### src/rtl/eq_pkg.sv
// Shared constants and FSM encoding for the equalizer band mixer and its
// downstream stages.
package eq_pkg;

  localparam int unsigned DATA_BIT_NUM = 16;
  localparam int unsigned GAIN_BIT_NUM = 16;
  localparam int unsigned GAIN_FRAC    = 12;
  localparam int unsigned BAND_NUM     = 5;
  localparam int unsigned ADDR_BIT_NUM = 3;
  // Three guard bits cover the sum of BAND_NUM full-scale products.
  localparam int unsigned ACC_BIT_NUM  = DATA_BIT_NUM + GAIN_BIT_NUM + 3;

  localparam logic [GAIN_BIT_NUM-1:0] UNITY_GAIN = 16'h1000;

  typedef enum logic [1:0] {
    StIdle = 2'd0,
    StMac  = 2'd1,
    StOut  = 2'd2
  } state_e;

endpackage

### src/rtl/eq_round_sat.sv
// Combinational round-half-up and saturate from a wide fixed-point accumulator
// down to a signed output word, with a clip indication.
module eq_round_sat
  import eq_pkg::*;
#(
  parameter int unsigned AccW = ACC_BIT_NUM,
  parameter int unsigned OutW = DATA_BIT_NUM,
  parameter int unsigned Frac = GAIN_FRAC
) (
  input  logic signed [AccW-1:0] acc_i,
  output logic signed [OutW-1:0] result_o,
  output logic                   sat_o
);

  localparam int unsigned ScW = AccW + 1 - Frac;

  localparam logic signed [AccW:0] Half =
    {{(AccW - Frac + 1){1'b0}}, 1'b1, {(Frac - 1){1'b0}}};
  localparam logic signed [ScW-1:0] MaxVal = {{(ScW - OutW + 1){1'b0}}, {(OutW - 1){1'b1}}};
  localparam logic signed [ScW-1:0] MinVal = {{(ScW - OutW + 1){1'b1}}, {(OutW - 1){1'b0}}};

  logic signed [AccW:0]   biased;
  logic signed [ScW-1:0]  scaled;
  logic                   unused_frac;

  // One extra bit so adding the half-LSB can never wrap.
  assign biased      = {acc_i[AccW-1], acc_i} + Half;
  assign scaled      = biased[AccW:Frac];
  assign unused_frac = ^biased[Frac-1:0];

  always_comb begin
    result_o = scaled[OutW-1:0];
    sat_o    = 1'b0;
    if (scaled > MaxVal) begin
      result_o = MaxVal[OutW-1:0];
      sat_o    = 1'b1;
    end else if (scaled < MinVal) begin
      result_o = MinVal[OutW-1:0];
      sat_o    = 1'b1;
    end
  end

endmodule

### src/rtl/eq_band_mixer.sv
// Mixes one set of band-filter samples into a single equalized sample using
// per-band Q4.12 gains and a single shared multiplier.
module eq_band_mixer
  import eq_pkg::*;
#(
  parameter int unsigned DATA_BIT_NUM = eq_pkg::DATA_BIT_NUM,
  parameter int unsigned BAND_NUM     = eq_pkg::BAND_NUM,
  parameter int unsigned GAIN_BIT_NUM = eq_pkg::GAIN_BIT_NUM,
  parameter int unsigned GAIN_FRAC    = eq_pkg::GAIN_FRAC,
  parameter int unsigned ADDR_BIT_NUM = eq_pkg::ADDR_BIT_NUM
) (
  input  logic                             clk,
  input  logic                             rst,
  input  logic                             in_valid,
  input  logic [BAND_NUM*DATA_BIT_NUM-1:0] band_data,
  output logic                             in_ready,
  input  logic                             gain_wr_en,
  input  logic [ADDR_BIT_NUM-1:0]          gain_wr_addr,
  input  logic [GAIN_BIT_NUM-1:0]          gain_wr_data,
  output logic [DATA_BIT_NUM-1:0]          data_out,
  output logic                             out_valid,
  output logic                             sat_flag,
  output logic                             overrun
);

  localparam int unsigned AccBits  = DATA_BIT_NUM + GAIN_BIT_NUM + 3;
  localparam int unsigned ProdBits = DATA_BIT_NUM + GAIN_BIT_NUM;
  localparam logic [ADDR_BIT_NUM-1:0] LastIdx = ADDR_BIT_NUM'(BAND_NUM - 1);

  state_e state_q, state_d;

  logic signed [AccBits-1:0]      acc_q, acc_d;
  logic [ADDR_BIT_NUM-1:0]        idx_q, idx_d;
  logic signed [DATA_BIT_NUM-1:0] band_q [BAND_NUM];
  logic signed [DATA_BIT_NUM-1:0] band_d [BAND_NUM];
  logic signed [GAIN_BIT_NUM-1:0] gain_q [BAND_NUM];

  logic [DATA_BIT_NUM-1:0] data_q, data_d;
  logic                    valid_q, valid_d;
  logic                    sat_q, sat_d;
  logic                    overrun_q, overrun_d;

  logic signed [ProdBits-1:0]     prod;
  logic signed [DATA_BIT_NUM-1:0] rs_result;
  logic                           rs_sat;

  assign prod = band_q[idx_q] * gain_q[idx_q];

  eq_round_sat #(
    .AccW(AccBits),
    .OutW(DATA_BIT_NUM),
    .Frac(GAIN_FRAC)
  ) u_round_sat (
    .acc_i    (acc_q),
    .result_o (rs_result),
    .sat_o    (rs_sat)
  );

  always_comb begin
    state_d   = state_q;
    acc_d     = acc_q;
    idx_d     = idx_q;
    band_d    = band_q;
    data_d    = data_q;
    sat_d     = sat_q;
    valid_d   = 1'b0;
    overrun_d = overrun_q | (in_valid & (state_q != StIdle));
    in_ready  = 1'b0;

    unique case (state_q)
      StIdle: begin
        in_ready = 1'b1;
        if (in_valid) begin
          for (int k = 0; k < int'(BAND_NUM); k++) begin
            band_d[k] = band_data[k*DATA_BIT_NUM +: DATA_BIT_NUM];
          end
          acc_d   = '0;
          idx_d   = '0;
          state_d = StMac;
        end
      end
      StMac: begin
        acc_d = acc_q + AccBits'(prod);
        idx_d = idx_q + ADDR_BIT_NUM'(1);
        if (idx_q == LastIdx) begin
          state_d = StOut;
        end
      end
      StOut: begin
        data_d  = rs_result;
        sat_d   = rs_sat;
        valid_d = 1'b1;
        state_d = StIdle;
      end
      default: state_d = StIdle;
    endcase
  end

  always_ff @(posedge clk) begin
    if (!rst) begin
      state_q   <= StIdle;
      acc_q     <= '0;
      idx_q     <= '0;
      data_q    <= '0;
      valid_q   <= 1'b0;
      sat_q     <= 1'b0;
      overrun_q <= 1'b0;
      for (int k = 0; k < int'(BAND_NUM); k++) begin
        band_q[k] <= '0;
      end
    end else begin
      state_q   <= state_d;
      acc_q     <= acc_d;
      idx_q     <= idx_d;
      data_q    <= data_d;
      valid_q   <= valid_d;
      sat_q     <= sat_d;
      overrun_q <= overrun_d;
      band_q    <= band_d;
    end
  end

  // Writes to out-of-range addresses match no band and are dropped.
  always_ff @(posedge clk) begin
    for (int k = 0; k < int'(BAND_NUM); k++) begin
      if (!rst) begin
        gain_q[k] <= UNITY_GAIN;
      end else if (gain_wr_en && (gain_wr_addr == ADDR_BIT_NUM'(k))) begin
        gain_q[k] <= gain_wr_data;
      end
    end
  end

  assign data_out  = data_q;
  assign out_valid = valid_q;
  assign sat_flag  = sat_q;
  assign overrun   = overrun_q;

endmodule

### config.mk
export PLATFORM = sky130hd
export DESIGN_NAME = eq_band_mixer
export DESIGN_NICKNAME = d
export VERILOG_FILES = /design/src/rtl/eq_pkg.sv /design/src/rtl/eq_round_sat.sv /design/src/rtl/eq_band_mixer.sv
export SDC_FILE = /design/constraint.sdc
export NUM_CORES = 1
export LEC_CHECK = 0
export CORE_UTILIZATION = 56
export DETAILED_ROUTE_END_ITERATION = 10
export PLACE_DENSITY_LB_ADDON = 0.12
export SLEW_MARGIN = 10
export SYNTH_ARGS = -nofsm -noshare
export SYNTH_HDL_FRONTEND = slang
export SYNTH_SLANG_ARGS = --single-unit
export TNS_END_PERCENT = 10
### constraint.sdc
create_clock -name clk -period 10.56 [get_ports clk]
set_input_delay 2.112 -clock clk [delete_from_list [all_inputs] [get_ports clk]]
set_output_delay 2.112 -clock clk [all_outputs]
set_load 0.02 [all_outputs]
After elaboration in Yosys (flattened, before gate mapping)
Memory sizes are Yosys's and may differ from the RTL's. A register that Yosys moved wholly into a read port is not among the register bits.
Index checks and enable logic that the tools add are counted.
{ "totals": {"register_bits": 139, "latch_bits": 0, "mem_bits_rw": 80, "romBits": 0, "inputBits": 103, "output_inout_bits": 20, "wordCells": 88, "n_memories": 1} }
{ "memory_table": {"columns": ["memory", "words", "word_bits", "read_ports", "rd_ports_with_merged_regs", "write_ports", "line", "text"], "rows": [
  ["gain_q", 5, 16, 1, 1, 5, "eq_band_mixer.sv:36", "logic signed [GAIN_BIT_NUM-1:0] gain_q [BAND_NUM];"]
]} }
{ "classes": {"addsub": 3, "n_mul": 1, "div_mod_pow": 0, "order_cmp": 3, "n_eq_ne": 9, "n_shift": 0, "mux": 39, "bitwise": 8, "n_reduce_logical": 12} }
{ "ops": {"columns": ["operator", "count"], "rows": [
  ["$mux 16", 9],
  ["$pmux 35 s2", 1],
  ["$bmux 16 s3", 1],
  ["$add 35x13->36 const B", 1],
  ["$add 35x32->35", 1],
  ["$mux 35", 1],
  ["$mul 16x16->32", 1],
  ["$gt 24x16->1 const B", 1],
  ["$lt 24x16->1 const B", 1],
  ["$mux 1", 20],
  ["$mux 3", 3],
  ["$eq 3x2->1 const B", 2],
  ["$eq 3x3->1 const B", 2],
  ["$or 1x1->1", 6],
  ["$pmux 3 s2", 1],
  ["$reduce_and 2->1", 3],
  ["$logic_and 1x1->1", 5],
  ["$ge 4x4->1 const B", 1],
  ["$mux 2", 2],
  ["$ne 2x2->1 const B", 2],
  ["$not 3->4", 1],
  ["$pmux 2 s2", 1],
  ["$reduce_bool 2->1", 2],
  ["$add 3x1->3 const B", 1],
  ["other kinds (6)", 6]
]} }

Depth between registers and ports, before layout
Gate-level depths: netlist of the first run.
{ "depth": {"ltp_word": 7, "mapped_depth": 29, "ltp_nobuf": 27} }

By module
A second synthesis of the first run with hierarchy kept.
{ "unflattened": {"cells_unflattened": 2270, "hier_area_um2": 21393.0} }
{ "modules_own_cells": {"columns": ["module", "instances", "cells_each", "area_per_inst_um2", "seq_area_each_um2"], "rows": [
  ["eq_band_mixer", 1, 2157, 20599.8, 5245.0],
  ["eq_round_sat", 1, 113, 793.3, 0.0]
]} }

Worst setup path before layout of the first run
Ideal clock, no wire load.
{ "synth_timing": {"path_type": "register to register", "startpoint": "register with a tool-made name", "endpoint": "register acc_q[33]", "setup_ns": 0.129, "arrival_time_ns": 7.636, "required_ns": 10.431, "path_slack_ns": 2.796, "stages_incl_launch_ff": 25, "n_path_buf": 2, "synth_period_minus_slack_ns": 7.764, "cell_sequence": "dfxtp_1 > buf_2 > buf_1 > mux4_2 > mux2_2 > nand2_1 > inv_1 > fa_1 > fa_1 > fa_1 > fa_1 > fa_1 > inv_1 > fa_1 > inv_1 > ha_1 > and3_1 > a221oi_1 > o21ai_0 > a31o_2 > o21ai_0 > o21ai_0 > a221oi_1 > xor2_1 > o21ai_0"} }
{ "synth_lines": {"columns": ["item", "line", "text"], "rows": [
  ["to (signal assigned)", "eq_band_mixer.sv:102", "acc_q <= '0;"],
  ["to (signal assigned)", "eq_band_mixer.sv:113", "acc_q <= acc_d;"],
  ["to (decl)", "eq_band_mixer.sv:32", "logic signed [AccBits-1:0] acc_q, acc_d;"]
]} }

==> results of run 1 <==
## kinds of logic after synthesis
| family | Yosys count | synth area share [%] |
|---|---|---|
| compound gates | 281 | 8.27 |
| xor+xnor | 49 | 2.06 |
| fa+ha+maj | 417 | 36.3 |
| buf+inv | 460 | 8.42 |
| flops | 222 | 25.2 |
| mux | 68 | 4.44 |
| simple gates | 725 | 15.3 |
## metal layers
| layer | global-route usage, % | share of wire [%] | up-vias |
|---|---|---|---|
| met5 | 0 | 0 | - |
| met4 | 6.61 | 2.4 | 0 |
| met3 | 6.02 | 8.1 | 83 |
| met2 | 47.5 | 46 | 551 |
| met1 | 41.9 | 44 | 7647 |
| li1 | - | - | 7169 |
## cell type report
class / count / area [µm²]
clock buffers: 33 / 676
clock inverters: 13 / 108
fillers: 3118 / 13400
inverters: 373 / 1400
multi-input cells: 1540 / 13900
flip-flops and latches: 222 / 5250
well taps: 468 / 586
repair buffers: 141 / 1360
## power groups by stage
stage                     Clock (mW)  Combinational, mW  Sequential (mW)
final                          0.837               3.79             1.03
after floorplan                    0               2.80             1.01
after global placement             0               3.62             1.04
after detailed placement           0               3.70             1.05
after CTS                      0.851               3.76             1.03
after global routing           0.889               4.32             1.04
## stage by stage
step / power [mW] / hold slack, ns / std cells / area [µm²]
after floorplan: 3.81 / 0.433 / 2222 / 20800
after global routing: 6.24 / 0.473 / 2790 / 23200
after global placement: 4.66 / 0.439 / 2744 / 22400
after CTS: 5.65 / 0.455 / 2790 / 23200
after detailed placement: 4.75 / 0.447 / 2744 / 22400
final: 5.65 / 0.454 / 2790 / 23200
## cell usage after synthesis (34+ instances only)
cell	count	area [µm²]
fa_1	310	6210
edfxtp_1	80	2400
o21ai_0	34	170
a21oi_1	142	711
clkbuf_1	78	293
nand2_1	343	1290
nand3_1	39	195
nor2_1	186	698
and2_1	87	544
dfxtp_1	142	2840
ha_1	107	1340
inv_1	372	1400
## worst max path at each step
| stage | startpoint | endpoint |
|---|---|---|
| 5_1_grt | register | acc_q[33] |
| 6_report | register | acc_q[33] |
| 2_1_floorplan | register | acc_q[33] |
| 3_3_place_gp | register | acc_q[33] |
| 3_5_place_dp | register | acc_q[33] |
| 4_1_cts | register | acc_q[33] |
## state kept, by name (all words and copies together) (netlist names), named ones only
register   flops
gain_q        80
idx_q          3
out_valid      1
state_q        2
band_q        80
sat_flag       1
data_out      16
overrun        1
acc_q         35
## tightest hold or removal path: stages (launching register included)
cell and delay [ns]:
dfxtp_1 0.31, nand2_1 0.05, a21oi_1 0.05
==> impl_metrics.tcl, run 1 <==
set metrics [dict create \
    cts_resized 0 \
    power.switching_mw 2.66 \
    critPathMaxFanout 16 \
    slew_headroom_pct 22.6 \
    synth_cell_type_count 62 \
    finalWorstSetupSlack_ns 1.91 \
    final_common_cell "inv_1" \
    drt_iter0_drc 1115 \
    cts_inserted_buffers 25 \
    io_buffers 122 \
    clk_root_buffer_cell "clkbuf_16" \
    synth_flop_cell "dfxtp_1" \
    path_depth 22 \
    intPower_mw 3.00 \
    nNetsFinal 2823 \
    final_cell_mix "372 x inv_1, 342 x nand2_1, 310 x fa_1" \
    setup_viol 0 \
    syn_to_final_growth_pct 11.8 \
    cts_tree "built" \
    grt_usage_pct 29.7 \
    cap_violations 0 \
    cts.path.max_buffers 3 \
    synthCells 2222 \
    critPathBufInv 3 \
    fin_crit_sh_pct 81.9 \
    io_pins 123 \
    n_antenna_cell 0 \
    syn_area_mm2 0.0208 \
    path_cells "mux4_2, mux2_2, nand2_1, inv_1, fa_1, fa_1, fa_1, fa_1, fa_1, inv_1, fa_1, inv_1, ha_1, and3_1, a221oi_1, o21ai_0, a31o_2, o21ai_0, o21ai_0, a221oi_1, xor2_1, o21ai_0" \
    p_clk_share_pct 14.8 \
    drive_gt1_share_pct 5.43 \
    final_util_pct 63.5 \
    hold_path_end "band_q[23]" \
    r2r-end "acc_q[33]" \
    async_flop_share_pct 0 \
    endpoint_kind "register" \
    peakVddDrop_uv 207 \
    routed_wl_um 53100 \
    vias 15450 \
    antenna_found_initial 0 \
    worstSetupPathType "register to register" \
    avgSynthCellArea_um2 9.36 \
    hold_class "register to register" \
    sw_frac_of_total_pct 47.0 \
    maxSlewViolCount 0 \
    ctsHtreeMaxLevel 1 \
    place_ws_ns 1.90 \
    cp.required_ns 10.97 \
    power.leakage_nw 10.5 \
    design.die.area_mm2 0.0379 \
    finalHoldViolations 0 \
    holdBufCountCts 0 \
    tightestPinTransition_ns 1.16 \
    cpMostUsedCell "fa_1" \
    status "finished, final reports clean" \
    reg2reg_slack_ns 1.91 \
    path_delay_family "adder cells" \
    fin_crit_ns 8.65 \
    grt_pass1_wl_um 88200 \
    grt_max_degree 104 \
    core-area_mm2 0.0366 \
    ys_seq_elements 222 \
    hold_depth 2 \
    insertion_delay_ns 0.54 \
    cts.sinks 222 \
    slowest_stage "dfxtp_1" \
    ff2ff_path_depth 22 \
    fin_setup_tns_ns 0 \
    wl_per_cell_um 19.0 \
    power.density_mw_per_mm2 243 \
    critPathMaxStageDelay_ns 1.07 \
    worst_ep_arrival_time_ns 9.05 \
    syn_nets 2742 \
    p_seq_share_pct 18.2 \
    postCtsSetupBuffers 0 \
    ant_nets 0 \
    gp_congestion 0.949 \
    yosysSeqAreaShare_pct 25.2 \
    grt_pass1_vias 16541 \
    row_count 70 \
    yosys_warnings 0 \
    drt_first_pass_iters 5 \
    finClkSkew_ns 0.00821 \
    fmax_mhz 116 \
    via_per_inst 5.54 \
    worstHoldStart "band_q[23]" \
    die_h_um 195 \
    grt_remaining_overflow 0 \
    fp.dieW_um 195 \
    start_kind "register" \
    p_comb_share_pct 67.0 \
    detailedPlacementHpwl_um 41500 \
    floorplan.initialDensity_pct 56.8 \
    drc 0 \
    synth-edff-count 80 \
    grt_setup_unrepaired "false" \
    clk_pin_slew_ns 0.06 \
]
Note: power is estimated with default switching activity, not from simulation.
==> inputs of run 2 (changes only) <==
- clock period: 10.56 -> 8.72 ns (I/O delays scaled with it)
==> impl_metrics.tcl, run 2 (same netlist as run 1, synthesis figures left out) <==
set metrics [dict create \
    finalHoldViolations 0 \
    drt_first_pass_iters 5 \
    drive_gt1_share_pct 6.17 \
    insertion_delay_ns 0.57 \
    core-area_mm2 0.0366 \
    cts_tree "built" \
    final_common_cell "inv_1" \
    reg.largest.list "band_q: 80 flops, gain_q: 80 flops, acc_q: 35 flops" \
    io_buffers 122 \
    worstSetupPathType "register to register" \
    cp.required_ns 9.14 \
    routed_wl_um 55300 \
    nFillCells 3039 \
    io_pins 123 \
    reg2reg_slack_ns 0.62 \
    multi_input_area_mm2 0.0139 \
    postCtsSetupBuffers 0 \
    finalWorstSetupSlack_ns 0.616 \
    start_kind "register" \
    gp_congestion 0.928 \
    grt_remaining_overflow 0 \
    design.die.area_mm2 0.0379 \
    wl_per_cell_um 19.7 \
    path_cells "mux2_2, a21oi_1, o21a_1, nor2_1, fa_1, fa_1, fa_1, fa_1, fa_1, inv_1, fa_1, inv_1, ha_1, and3_1, a221oi_1, o21ai_0, a31o_2, o21ai_0, o21ai_0, a221oi_1, xor2_1, o21ai_0" \
    cts.path.max_buffers 3 \
    endpoint_kind "register" \
    peakVddDrop_uv 225 \
    cap_violations 0 \
    cpMostUsedCell "fa_1" \
    worst_ep_arrival_time_ns 8.53 \
    fin_crit_sh_pct 92.9 \
    critPathMaxStageDelay_ns 0.91 \
    grt_setup_unrepaired "false" \
    place_ws_ns 0.630 \
    fp.dieW_um 195 \
    ant_nets 0 \
    via_per_inst 5.61 \
    die_h_um 195 \
    nNetsFinal 2838 \
    cts.sinks 222 \
    critPathBufInv 2 \
    finClkSkew_ns 0.0426 \
    grt_usage_pct 30.7 \
    antenna_found_initial 0 \
    grt_pass1_vias 16438 \
    grt_pass1_wl_um 90400 \
    detailedPlacementHpwl_um 43400 \
    setup_viol 0 \
    slowest_stage "fa_1" \
    critPathMaxFanout 22 \
    clk_pin_slew_ns 0.06 \
    slew_headroom_pct 19.1 \
    fmax_mhz 123 \
    tightestPinTransition_ns 1.21 \
    drc 0 \
    power.leakage_nw 10.6 \
    vias 15727 \
    fin_crit_ns 8.10 \
    status "finished, final reports clean" \
    maxSlewViolCount 0 \
    syn_to_final_growth_pct 12.7 \
    cts_resized 0 \
    power.density_mw_per_mm2 297 \
    path_delay_family "adder cells" \
    final_cell_mix "372 x inv_1, 342 x nand2_1, 310 x fa_1" \
    cts_inserted_buffers 24 \
    clk_root_buffer_cell "clkbuf_16" \
    drt_iter0_drc 1135 \
    fin_setup_tns_ns 0 \
    ctsHtreeMaxLevel 1 \
    floorplan.initialDensity_pct 56.8 \
    holdBufCountCts 0 \
    seq_area_mm2 0.00525 \
    n_antenna_cell 0 \
    grt_max_degree 92 \
    row_count 70 \
    hold_class "register to register" \
]
## run 2: changes by cell type in the layout (fill, tap and decap cells not counted), moves of 2 or more
cell and change:
buf_4 +15, clkinv_1 -2, bufinv_16 +3, clkbuf_1 -4
## run 2: power breakdown
part	internal, mW	leakage [nW]	switching [mW]
logic	1.89	8.27	2.73
registers	1.16	1.94	0.0810
clock network	0.653	0.419	0.444
total	3.71	10.6	3.26
## run 2: worst paths after layout
path              cells after the start       start         end
setup / recovery                     22    idx_q[1]   acc_q[33]
hold / removal                        2  band_q[38]  band_q[38]
setup reg to reg                     22    idx_q[1]   acc_q[33]
hold reg to reg                       2  band_q[38]  band_q[38]
## run 2: layout make-up
cell class,count,area share [%]
well taps,468,2.50
flip-flops and latches,222,22.4
multi-input cells,1540,59.1
clock buffers,29,2.77
inverters,373,5.98
clock inverters,14,0.854
repair buffers,157,6.39
## run 2: metrics by stage
step / instance area, µm² / power (mW) / utilization [%] / std cells / hold slack [ns]
final: 23400 / 6.97 / 64.0 / 2803 / 0.453
after global routing: 23400 / 7.64 / 64.0 / 2803 / 0.477
after CTS: 23400 / 6.95 / 64.0 / 2803 / 0.455
after detailed placement: 22600 / 5.79 / 61.7 / 2760 / 0.447
after global placement: 22600 / 5.74 / 61.7 / 2760 / 0.439
after floorplan: 20800 / 4.61 / - / 2222 / 0.433
## run 2: metal layers
layer	part of all wire (%)	up-vias	wire (µm)	GRT usage, %
li1	-	7192	-	-
met4	2.7	0	1480	7.82
met2	44	609	24600	47.2
met1	45	7824	25000	44.4
met5	0	-	0	0
met3	7.8	102	4310	6.19
## run 2: worst register-to-register path, delay by kind of cell (launching register included)
family          cells  cell delay (ns)
flops               1             0.68
simple gates        2             0.35
mux                 1             0.41
buf+inv             2             0.10
fa+ha+maj           7             3.90
xor+xnor            1             0.16
compound gates      9             2.39
==> inputs of run 3 (changes only) <==
--- a/config.mk
+++ b/config.mk
@@ -14,2 +14 @@
 export SYNTH_SLANG_ARGS = --single-unit
-export TNS_END_PERCENT = 10
--- a/constraint.sdc
+++ b/constraint.sdc
@@ -3,2 +3,2 @@
 set_output_delay 1.744 -clock clk [all_outputs]
-set_load 0.02 [all_outputs]
+set_load 0.01 [all_outputs]
==> results of run 3 <==
Same layout as run 2 (identical final DEF). Status: finished, final reports clean.
